<file path="src/rtl/mdu.sv">
// mdu: RV32M multiply/divide unit, 32-iteration shift-add multiply and restoring divide.
// Define MDU_FAST_MUL_EN to replace the iterative multiply with a single-cycle 33x33 multiplier.
package riscv_defines;
   localparam int MDU_OP_WIDTH = 3;
   localparam logic [MDU_OP_WIDTH-1:0] MDU_MUL    = 3'd0;
   localparam logic [MDU_OP_WIDTH-1:0] MDU_MULH   = 3'd1;
   localparam logic [MDU_OP_WIDTH-1:0] MDU_MULHSU = 3'd2;
   localparam logic [MDU_OP_WIDTH-1:0] MDU_MULHU  = 3'd3;
   localparam logic [MDU_OP_WIDTH-1:0] MDU_DIV    = 3'd4;
   localparam logic [MDU_OP_WIDTH-1:0] MDU_DIVU   = 3'd5;
   localparam logic [MDU_OP_WIDTH-1:0] MDU_REM    = 3'd6;
   localparam logic [MDU_OP_WIDTH-1:0] MDU_REMU   = 3'd7;
endpackage

module mdu
   import riscv_defines::*;
#(
   parameter int WIDTH = 32
) (
   input  logic                    clk_i,
   input  logic                    rst_i,
   input  logic                    start_i,
   input  logic [MDU_OP_WIDTH-1:0] mdu_op_i,
   input  logic [WIDTH-1:0]        op_a_i,
   input  logic [WIDTH-1:0]        op_b_i,
   input  logic                    kill_i,
   output logic                    busy_o,
   output logic                    valid_o,
   output logic [WIDTH-1:0]        result_o
);
   typedef enum logic [1:0] {IDLE, CALC, FIN} state_t;
   state_t state, state_nxt;
   logic [MDU_OP_WIDTH-1:0] op;
   logic sign_a, sign_b;
   logic [WIDTH-1:0] acc, lo, b_reg;
   logic [5:0] cnt;
   logic sgn_a_in, sgn_b_in, div_zero, div_ovf, fast, accept, last, borrow;
   logic [WIDTH-1:0] abs_a, abs_b, spec_res, fast_res, acc_n, lo_n, q_s, r_s, fin_res;
   logic [WIDTH:0] mul_sum, shifted, diff;
   logic [2*WIDTH-1:0] prod_s;

   assign sgn_a_in = op_a_i[WIDTH-1] & (mdu_op_i inside {MDU_MULH, MDU_MULHSU, MDU_DIV, MDU_REM});
   assign sgn_b_in = op_b_i[WIDTH-1] & (mdu_op_i inside {MDU_MULH, MDU_DIV, MDU_REM});
   assign abs_a = sgn_a_in ? -op_a_i : op_a_i;
   assign abs_b = sgn_b_in ? -op_b_i : op_b_i;
   assign div_zero = mdu_op_i[2] && op_b_i == '0;
   assign div_ovf = (mdu_op_i inside {MDU_DIV, MDU_REM}) && op_a_i == {1'b1, {(WIDTH-1){1'b0}}} && op_b_i == '1;
   assign spec_res = div_zero ? (mdu_op_i[1] ? op_a_i : '1) : (mdu_op_i[1] ? '0 : {1'b1, {(WIDTH-1){1'b0}}});

`ifdef MDU_FAST_MUL_EN
   logic [2*WIDTH-1:0] fast_p;
   assign fast_p = (2*WIDTH)'($signed({sgn_a_in, op_a_i}) * $signed({sgn_b_in, op_b_i}));
   assign fast = ~mdu_op_i[2];
   assign fast_res = mdu_op_i == MDU_MUL ? fast_p[WIDTH-1:0] : fast_p[2*WIDTH-1:WIDTH];
`else
   assign fast = 1'b0;
   assign fast_res = '0;
`endif

   // lo holds the multiplier (MUL*) or the dividend/quotient (DIV*); acc is the high product or remainder
   assign mul_sum = {1'b0, acc} + (lo[0] ? {1'b0, b_reg} : '0);
   assign shifted = {acc, lo[WIDTH-1]};
   assign diff = shifted - {1'b0, b_reg};
   assign borrow = diff[WIDTH];
   assign acc_n = op[2] ? (borrow ? shifted[WIDTH-1:0] : diff[WIDTH-1:0]) : mul_sum[WIDTH:1];
   assign lo_n = op[2] ? {lo[WIDTH-2:0], ~borrow} : {mul_sum[0], lo[WIDTH-1:1]};
   assign prod_s = (sign_a ^ sign_b) ? -{acc_n, lo_n} : {acc_n, lo_n};
   assign q_s = (sign_a ^ sign_b) ? -lo_n : lo_n;
   assign r_s = sign_a ? -acc_n : acc_n;
   assign fin_res = op[2] ? (op[1] ? r_s : q_s) : (op == MDU_MUL ? prod_s[WIDTH-1:0] : prod_s[2*WIDTH-1:WIDTH]);
   assign accept = state == IDLE && start_i && !kill_i;
   assign last = cnt == 6'd31;

   always_ff @(posedge clk_i)
      state <= rst_i ? IDLE : state_nxt;

   always_comb begin
      state_nxt = state;
      busy_o = state != IDLE;
      valid_o = state == FIN;
      if (kill_i) state_nxt = IDLE;
      else if (accept) state_nxt = (div_zero || div_ovf || fast) ? FIN : CALC;
      else if (state == CALC && last) state_nxt = FIN;
      else if (state == FIN) state_nxt = IDLE;
   end

   always_ff @(posedge clk_i) begin
      if (rst_i) begin
         op <= '0;
         sign_a <= 1'b0;
         sign_b <= 1'b0;
         acc <= '0;
         lo <= '0;
         b_reg <= '0;
         cnt <= '0;
         result_o <= '0;
      end else if (accept) begin
         op <= mdu_op_i;
         sign_a <= sgn_a_in;
         sign_b <= sgn_b_in;
         acc <= '0;
         lo <= mdu_op_i[2] ? abs_a : abs_b;
         b_reg <= mdu_op_i[2] ? abs_b : abs_a;
         cnt <= '0;
         if (div_zero || div_ovf) result_o <= spec_res;
         else if (fast) result_o <= fast_res;
      end else if (!kill_i && state == CALC) begin
         acc <= acc_n;
         lo <= lo_n;
         cnt <= cnt + 6'd1;
         if (last) result_o <= fin_res;
      end
   end
endmodule
</file>
<file path="config.mk">
export PLATFORM = sky130hd
export DESIGN_NAME = mdu
export DESIGN_NICKNAME = d
export VERILOG_FILES = /design/src/rtl/mdu.sv
export SDC_FILE = /design/constraint.sdc
export NUM_CORES = 1
export LEC_CHECK = 0
export ABC_AREA = 0
export ABC_CLOCK_PERIOD_IN_PS = 7300
export CAP_MARGIN = 0
export CORE_UTILIZATION = 31
export DETAILED_ROUTE_END_ITERATION = 8
export SLEW_MARGIN = 30
export SYNTH_ARGS = -nofsm -noshare
export SYNTH_HDL_FRONTEND = slang
export SYNTH_SLANG_ARGS = --single-unit
</file>
<file path="constraint.sdc">
create_clock -name clk_i -period 7.3 [get_ports clk_i]
set_clock_uncertainty 0.05 [all_clocks]
set_input_delay 1.46 -clock clk_i [delete_from_list [all_inputs] [get_ports clk_i]]
set_output_delay 1.46 -clock clk_i [all_outputs]
set_load 0.1 [all_outputs]
</file>
# After elaboration in Yosys (flattened, before gate mapping)
# Cells that the tools add are included.
[word_totals]
regBits = 141
latch_bits = 0
mem_bits_rw = 0
romBits = 0
out_inout_bits = 34
word_cells = 80
n_memories = 0
[classes]
n_addsub = 8
n_mul = 0
div_mod_pow = 0
n_lt_le_gt_ge = 0
n_eq_ne = 10
shifts = 0
muxes = 27
n_bitwise = 4
reduce_logical = 22
[op_table]
columns = ["operator", "count"]
rows = [
  ["32-bit two-way mux", 22],
  ["32-bit negator", 4],
  ["32-bit equality test (second input constant)", 2],
  ["64-bit two-way mux", 1],
  ["64-bit negator", 1],
  ["32-bit by 32-bit adder with 33-bit output", 1],
  ["33-bit by 32-bit subtractor with 33-bit output", 1],
  ["32-bit zero test", 1],
  ["2-bit two-way mux", 4],
  ["2-bit nonzero test", 4],
  ["1-bit logical AND", 7],
  ["6-bit by 1-bit adder with 6-bit output (second input constant)", 1],
  ["3-bit equality test (second input constant)", 2],
  ["6-bit by 5-bit equality test with 1-bit output (second input constant)", 1],
  ["3-bit nonzero test", 2],
  ["4-bit nonzero test", 1],
  ["2-bit OR reduction", 2],
  ["3-bit by 1-bit equality test with 1-bit output (second input constant)", 1],
  ["3-bit by 2-bit equality test with 1-bit output (second input constant)", 1],
  ["3-bit zero test", 1],
  ["3-bit AND reduction", 1],
  ["1-bit AND", 2],
  ["2-bit by 1-bit equality test with 1-bit output (second input constant)", 1],
  ["2-bit equality test (second input constant)", 1],
  ["6 further kinds", 6],
]

# Longest topological paths before layout
# Gate-level depths: netlist (run 1).
[logic_depth]
word_depth = 10
mapped_depth = 26
ltp_nobuf = 24

# Least setup slack after synthesis (run 1)
# OpenSTA, ideal clock, no wires.
[synth_path]
kind = "register to register"
from = "reg op[2]"
to = "reg result_o[30]"
arrival_ns = 5.363
t_required_ns = 7.116
path_slack_ns = 1.753
path_stages_with_launch = 20
n_path_buf = 7
synth_period_minus_slack_ns = 5.547
cell_sequence = "dfxtp_1 > buf_2 > clkbuf_1 > buf_2 > buf_1 > buf_2 > buf_1 > clkbuf_1 > mux2i_1 > ha_1 > nor3b_1 > o221ai_1 > nor4_1 > nand2_1 > nor3_1 > nand3_1 > o41ai_1 > xnor2_1 > a2111oi_0 > or4_1"
[synth_between]
elab_chain_cells = 8
[synth_rtl]
columns = ["item", "line", "source"]
rows = [
  ["from (decl)", "33", "logic [MDU_OP_WIDTH-1:0] op;"],
  ["from (signal assigned)", "98", "op <= mdu_op_i;"],
  ["32-bit two-way mux, on equally long branches", "66, 65", ""],
  ["64-bit negator (tied with other cells)", "67", "assign prod_s = (sign_a ^ sign_b) ? -{acc_n, lo_n} : {acc_n, lo_n};"],
  ["64-bit two-way mux (tied with other cells)", "67", ""],
  ["32-bit two-way mux", "70", "assign fin_res = op[2] ? (op[1] ? r_s : q_s) : (op == MDU_MUL ? prod_s[WIDTH-1:0] : prod_s[2*WIDTH-1:WIDTH]);"],
  ["32-bit two-way mux *", "70", ""],
  ["32-bit two-way mux *", "111", "if (last) result_o <= fin_res;"],
  ["32-bit two-way mux *", "107", "end else if (!kill_i && state == CALC) begin"],
  ["32-bit two-way mux *", "97", "end else if (accept) begin"],
  ["to (signal assigned)", "105", "if (div_zero || div_ovf) result_o <= spec_res;"],
  ["to (signal assigned)", "106", "else if (fast) result_o <= fast_res;"],
  ["to (signal assigned)", "111", ""],
  ["to (decl)", "29", "output logic [WIDTH-1:0] result_o"],
]
# Mark *: on every way between the ends. The rest lies on a longest branch, timed or not. The select of a mux whose other input is x is not followed.
# A chain may end at the register's enable or synchronous reset.

# Worst setup path after layout (run 1)
[layout_path]
from = "reg acc[10]"
to = "reg result_o[30]"
[layout_between]
elab_chain_cells = 10
[layout_rtl]
columns = ["item", "line", "source"]
rows = [
  ["from (decl)", "35", "logic [WIDTH-1:0] acc, lo, b_reg;"],
  ["from (signal assigned)", "108", "acc <= acc_n;"],
  ["33-bit by 32-bit subtractor with 33-bit output", "63", "assign diff = shifted - {1'b0, b_reg};"],
  ["32-bit two-way mux / 1-bit NOT (equally long branches)", "65, 66", ""],
  ["32-bit two-way mux, on equally long branches", "65, 66", ""],
  ["64-bit negator (tied with other cells)", "67", ""],
  ["64-bit two-way mux (tied with other cells)", "67", ""],
  ["32-bit two-way mux", "70", ""],
  ["32-bit two-way mux *", "70", ""],
  ["32-bit two-way mux *", "111", ""],
  ["32-bit two-way mux *", "107", ""],
  ["32-bit two-way mux *", "97", ""],
]
# Marks and branches as above.

==> results by group, run 1 <==
Outcome
  • Status: complete, no violations

Floorplan
  • Initial Utilization: roughly a third
  • # IOs: about 110
  • Full die area: 53600 sq um
  • FP Rows: 83
  • Die X: about 230 um
  • Core ar.: slightly above 50000 sq um
  • Die height: between 200 and 250 um

Synth
  • Sequential area share after synthesis: approximately 17%
  • Flops & latches, synth: about 140
  • Mapped Cells: 2393
  • Number of enable flip-flop cells after synthesis: 0
  • Mapped Area: 16300 sq um
  • Predominant post-synthesis flop cell: dfxtp_1
  • Syn Area/Cell: approximately 7 sq um
  • Ys async rst share: 0%
  • Syn_nets: between 2000 and 3000
  • Cell variety after synth: approximately 100
  • YS warnings: 0

Global route
  • First-pass GRT wire length: 107000 um
  • Initial antenna violation count: 5
  • Largest net degree at the start of global routing: between 90 and 100
  • Grt ovf: 0
  • GRT Total Usage: 26.1%
  • Vias in the first global route: approximately 17000

CTS
  • Cts bufs inserted: 17
  • CTS resizes: 0
  • Hold_buf cts: 0
  • Clk_lat worst skew: about 0.45 ns
  • CTS tree: built
  • Clock sinks: 141
  • Setup Buffers After CTS: 0
  • Cell chosen for the clock root: clkbuf_16
  • H-tree depth: 4
  • CTS max path bufs: 2
  • Clock-pin slew on the worst setup and hold paths: 0.07 ns

Place
  • Detailed placer's ending HPWL: around 56000 um
  • PortBufs: about 100
  • Placed cells: just over 3000
  • GPL Wtd Cong: a little over 1

Final layout
  • Final nets: 2554
  • Layout Cells excl Fill: a little over 3000
  • Layout area overhead: 14.3%
  • Layout cells sized above 1: 5.86%
  • Antenna fix cells: 0

Critical path
  • Critical Path RT: 7.58 ns
  • CP top delay family: simple AND/OR/NAND/NOR gates
  • CP Cell Sequence: ha_1 > a21oi_1 > o21ai_1 > a21o_1 > o211a_4 > o31ai_2 > buf_4 > nor2_1 > nor2_1 > ha_1 > nor3b_1 > o221ai_1 > nor4_1 > nand2_1 > nor3_1 > nand3_1 > o41ai_1 > xnor2_1 > a2111oi_0 > or4_1
  • Worst Path Arrival: roughly 6.6 ns
  • Startpoint types: flop
  • Critical Path End Type: flop
  • Max stage delay on crit path: roughly 0.66 ns
  • Worst path bufs/invs: 1
  • Crit-path max FO: 11
  • Slowest cell on crit path: nor3_1
  • CP Class: flop to flop

Drt
  • Via count: ~19000
  • Total routed wirelength: 71300 um
  • Vias per cell: around 6.0
  • Avg WL per Cell: 23.0 um
  • Routed Antenna Nets: 0
  • DRC Markers: 0
  • Initial drt markers: approximately 2100
  • Drt first pass iters: 6

STA
  • Worst slew margin: 27.8%
  • Unrepaired setup endpoints after global routing: false
  • Final setup fails: 0
  • Max Freq: between 150 and 200 MHz
  • Final period utilization: about 86%
  • Final Max Tran Viols: 0
  • Worst Tran Pin Value: ~1.1 ns
  • Setup TNS: 0 ns
  • Hold Fails Final Rpt: 0
  • Period minus WS final: roughly 6.3 ns

Flow run
  • Max cap viols: 0

Pwr
  • Worst VDD drop: approximately 0.12 mV
  • Power Dens Cells: 164 nW/um^2
  • Static Leak: around 6.8 nW

Worst hold path
  • Min-delay worst type: flop to flop
[tightest hold or removal path, cell delays in order, from the launching register on]
cell	delay, ns
dfxtp_1	0.33
nand2_1	0.05
o21ai_0	0.06
[logic make-up after synthesis]
logic type               share of synthesized area, %
AND/OR/NAND/NOR                                  27.3
buffers and inverters                            5.45
AO/OA/AOI/OAI                                    30.9
adder cells (fa/ha/maj)                          5.61
multiplexers                                     3.86
XOR/XNOR                                         9.60
flip-flops                                       17.3
[metal layers]
metal,vias up,track usage (%),part of all wire (%)
met1,8865,35.1,43
li1,8736,-,-
met2,953,41.1,44
met3,159,4.43,8.7
met5,-,0,0.042
met4,6,10.2,4.0
[cell type report]
cell class,instances,area (sq um)
inverter,74,278
clock buffer,20,457
timing repair buffer,151,1380
clock inverter,11,214
fill,5584,33000
multi-input combinational,2026,12700
tap,680,851
sequential,141,2830
[where the power goes]
part / internal, mW / switching, mW
clock: 0.657 / 0.395
sequential: 0.798 / 0.0412
combinational: 0.399 / 0.762
[per-stage QoR]
step	power (mW)	util (%)	setup slack, ns	hold slack, ns	area (sq um)
2_1_floorplan	1.59	-	1.75	0.390	16300
3_3_place_gp	1.97	34.8	1.22	0.401	18000
3_5_place_dp	1.98	34.8	1.18	0.409	18000
4_1_cts	3.02	36.1	1.13	0.418	18700
5_1_grt	3.17	36.1	0.595	0.429	18700
6_report	3.05	36.1	1.03	0.414	18700
[worst paths after layout]
kind / start / end / slack, ns / cells past startpoint
setup / recovery: acc[10] / result_o[30] / 1.03 / 20
hold reg to reg: result_o[10] / result_o[10] / 0.41 / 2
hold / removal: result_o[10] / result_o[10] / 0.41 / 2
setup reg to reg: acc[10] / result_o[30] / 1.03 / 20
[synthesized netlist by cell type, drive strengths merged (5+ instances only)]
cell type	instances	area, sq um
nand2	349	1310
a21oi	248	1270
nor2	210	791
o21ai	167	858
dfxtp	141	2820
clkbuf	111	419
xnor2	104	911
o211ai	100	756
nor3	82	415
xor2	75	657
inv	74	278
ha	70	876
and2	55	344
mux2i	54	541
buf	41	194
a211oi	40	318
nand4	39	250
nand3	37	190
nor2b	37	231
o31ai	29	241
a31oi	27	169
nor4	26	184
nand2b	22	138
a21o	18	135
a221oi	16	146
or3	16	100
o21a	15	113
o221ai	14	123
and3	13	81.3
or4	12	90.1
or2	11	68.8
o22ai	9	56.3
o41ai	9	78.8
mux2	8	90.1
nor3b	8	60.1
a2111oi	7	98.9
o2111ai	7	61.3
o21bai	7	52.6
a21boi	6	45.1
and4	6	52.6
o211a	6	75.1
a41oi	5	43.8
[layout by cell type (no fill, tap or decap), types with 8 or more instances in the layout]
cell type,n
nand2_1,349
a21oi_1,242
nor2_1,208
o21ai_0,158
dfxtp_1,140
xnor2_1,103
clkdlybuf4s50_1,102
o211ai_1,99
nor3_1,81
inv_1,74
xor2_1,74
ha_1,70
and2_1,54
mux2i_1,54
buf_4,47
nand4_1,38
a211oi_1,38
nand3_1,36
nor2b_1,35
a31oi_1,27
o31ai_1,25
nor4_1,24
nand2b_1,22
a21o_1,18
clkbuf_16,17
or3_1,16
o21a_1,15
a221oi_1,15
o221ai_1,14
and3_1,13
or4_1,12
or2_2,10
o22ai_1,9
o41ai_1,9
nor3b_1,8
Note: power is estimated with default switching activity, not from simulation.
==> run 2, diff against run 1 <==
--- a/config.mk
+++ b/config.mk
@@ -8,8 +8,10 @@
 export ABC_AREA = 0
 export ABC_CLOCK_PERIOD_IN_PS = 7300
 export CAP_MARGIN = 0
-export CORE_UTILIZATION = 31
+export CORE_MARGIN = 4
+export CORE_UTILIZATION = 35
 export DETAILED_ROUTE_END_ITERATION = 8
+export GPL_ROUTABILITY_DRIVEN = 0
 export SLEW_MARGIN = 30
 export SYNTH_ARGS = -nofsm -noshare
 export SYNTH_HDL_FRONTEND = slang
==> results by group, run 2 (synthesis results as in run 1) <==
Floorplan
  • Full die area: ~50000 sq um
  • FP Rows: 78
  • Core ar.: between 40000 and 50000 sq um
  • # IOs: roughly 110
  • Die height: approximately 220 um
  • Initial Utilization: a little over a third
  • Die X: roughly 220 um

CTS
  • Hold_buf cts: 0
  • H-tree depth: 4
  • Cell chosen for the clock root: clkbuf_16
  • Setup Buffers After CTS: 0
  • Clock sinks: roughly 140
  • Cts bufs inserted: 17
  • CTS resizes: 0
  • CTS max path bufs: 2
  • Clock-pin slew on the worst setup and hold paths: 0.07 ns
  • Clk_lat worst skew: around 0.45 ns
  • CTS tree: built

Critical path
  • Critical Path RT: 7.55 ns
  • R2r endpoint: result_o[16]
  • Crit-path max FO: 17
  • R2r worst-path depth: 17
  • Critical Path End Type: flop
  • Worst Path Arrival: between 6 and 7 ns
  • CP Class: flop to flop
  • Max stage delay on crit path: between 0.6 and 0.7 ns
  • Slowest cell on crit path: a21oi_1
  • Reg2Reg Setup Slack: slightly above 0.8 ns
  • CP Cell Sequence: inv_1 > ha_1 > a21oi_1 > o21ai_1 > a21o_1 > o211a_4 > o21ai_4 > nand2_1 > a21oi_1 > ha_1 > o31ai_2 > nor4_4 > or3b_1 > o21ai_0 > xnor2_1 > a221oi_1 > o21ai_0
  • Startpoint types: flop
  • Worst r2r src: b_reg[11]

Global route
  • Met2 Use GR: around two fifths
  • Largest net degree at the start of global routing: 100
  • Initial antenna violation count: 1
  • Grt ovf: 0
  • First-pass GRT wire length: ~110000 um
  • Met1 usage: a little over a third
  • Vias in the first global route: ~18000
  • GRT busiest layer: met2
  • Met3 GRT Util: 5.44%
  • GRT Total Usage: 26.5%

Drt
  • Total routed wirelength: 69600 um
  • Via count: between 15000 and 20000
  • Avg WL per Cell: about 23 um
  • Routed Antenna Nets: 0
  • DRC Markers: 0
  • Vias per cell: about 6.3
  • Drt first pass iters: 6
  • Initial drt markers: about 2700

Final layout
  • Layout Cells excl Fill: roughly 3000
  • Final nets: about 2500
  • Layout cells sized above 1: between 5 and 6%
  • Layout area overhead: 13.0%
  • Final instance area: roughly 18000 sq um
  • Multi-input logic area: about 13000 sq um
  • Core Util, Final: between 40% and 50%
  • # fillers: 4758
  • Commonest cells after routing, fill and taps aside: nand2_1, a21oi_1, nor2_1
  • Leading cell type in the layout, fill and taps excluded: nand2_1
  • Sequential cell area: between 2000 and 3000 sq um

STA
  • Final WS setup: between 0.8 and 0.9 ns
  • Final setup fails: 0
  • Hold Fails Final Rpt: 0
  • Worst Tran Pin Value: 1.02 ns
  • Unrepaired setup endpoints after global routing: false
  • Hold_ws: 0.406 ns
  • Final period utilization: between 80% and 90%
  • Period minus WS final: between 6 and 7 ns
  • Setup TNS: 0 ns
  • Worst slew margin: approximately a third
  • Final Max Tran Viols: 0
  • Max Freq: between 150 and 200 MHz

Pwr
  • Power Dens Cells: ~160 nW/um^2
  • Sw Pwr: between 1 and 1.5 mW
  • Sw frac: 40.0%
  • Worst VDD drop: 0.118 mV
  • Static Leak: around 6.7 nW
  • Combinational Power Share: 38.4%
  • Pint: about 1.8 mW
  • Clock power frac: between 30% and 40%
  • Reg power frac: 27.9%
  • Power Total: approximately 3.0 mW

Flow run
  • Max cap viols: 0

Worst hold path
  • Hold path depth: 2
  • HP Start: result_o[5]
  • Hold endpoint: result_o[5]
  • Min-delay worst type: flop to flop

Place
  • Placement Cell Area: approximately 18000 sq um
  • Pre-CTS setup slack: approximately 1.0 ns
  • Detailed placer's ending HPWL: ~53000 um
  • PortBufs: about 100
  • Placed cells: 2978

Outcome
  • Status: complete, no violations
## run 2: per-layer routing
layer	vias to the layer above	share of wire, %
met5	-	0
met4	0	5.2
met3	235	9.9
met2	1115	43
met1	8791	42
li1	8710	-
## run 2: power groups by stage
stage	combinational, mW	clock, mW	sequential (mW)
after floorplan	0.753	0	0.840
after global placement	1.10	0	0.853
after detailed placement	1.11	0	0.854
after CTS	1.12	1.01	0.837
after global routing	1.23	1.04	0.843
final	1.15	1.01	0.839
## run 2: worst max path at each step
stage,from,end,slack (ns),cells after the start
global route,b_reg[11],result_o[4],0.49,21
global placement,b_reg[11],result_o[16],1.05,17
finish,b_reg[11],result_o[16],0.82,17
floorplan,op[2],result_o[30],1.75,19
CTS,b_reg[11],result_o[4],0.97,21
detailed placement,b_reg[11],result_o[4],1.01,21
## run 2: critical path, delay by kind of cell, from the launching register on
| family | cells | cell delay [ns] |
|---|---|---|
| AND/OR/NAND/NOR | 3 | 1.59 |
| XOR/XNOR | 1 | 0.10 |
| buffers and inverters | 1 | 0.06 |
| flip-flops | 1 | 0.37 |
| AO/OA/AOI/OAI | 10 | 3.39 |
| adder cells (fa/ha/maj) | 2 | 0.76 |
## run 2: cell type report
cell class | count | share of cell area (%)
clock inverters | 13 | 1.17
multi-input cells | 2026 | 68.6
clock buffers | 19 | 2.35
repair buffers | 137 | 6.95
diodes | 2 | 0.0271
inverters | 74 | 1.51
flip-flops and latches | 141 | 15.3
well taps | 600 | 4.07
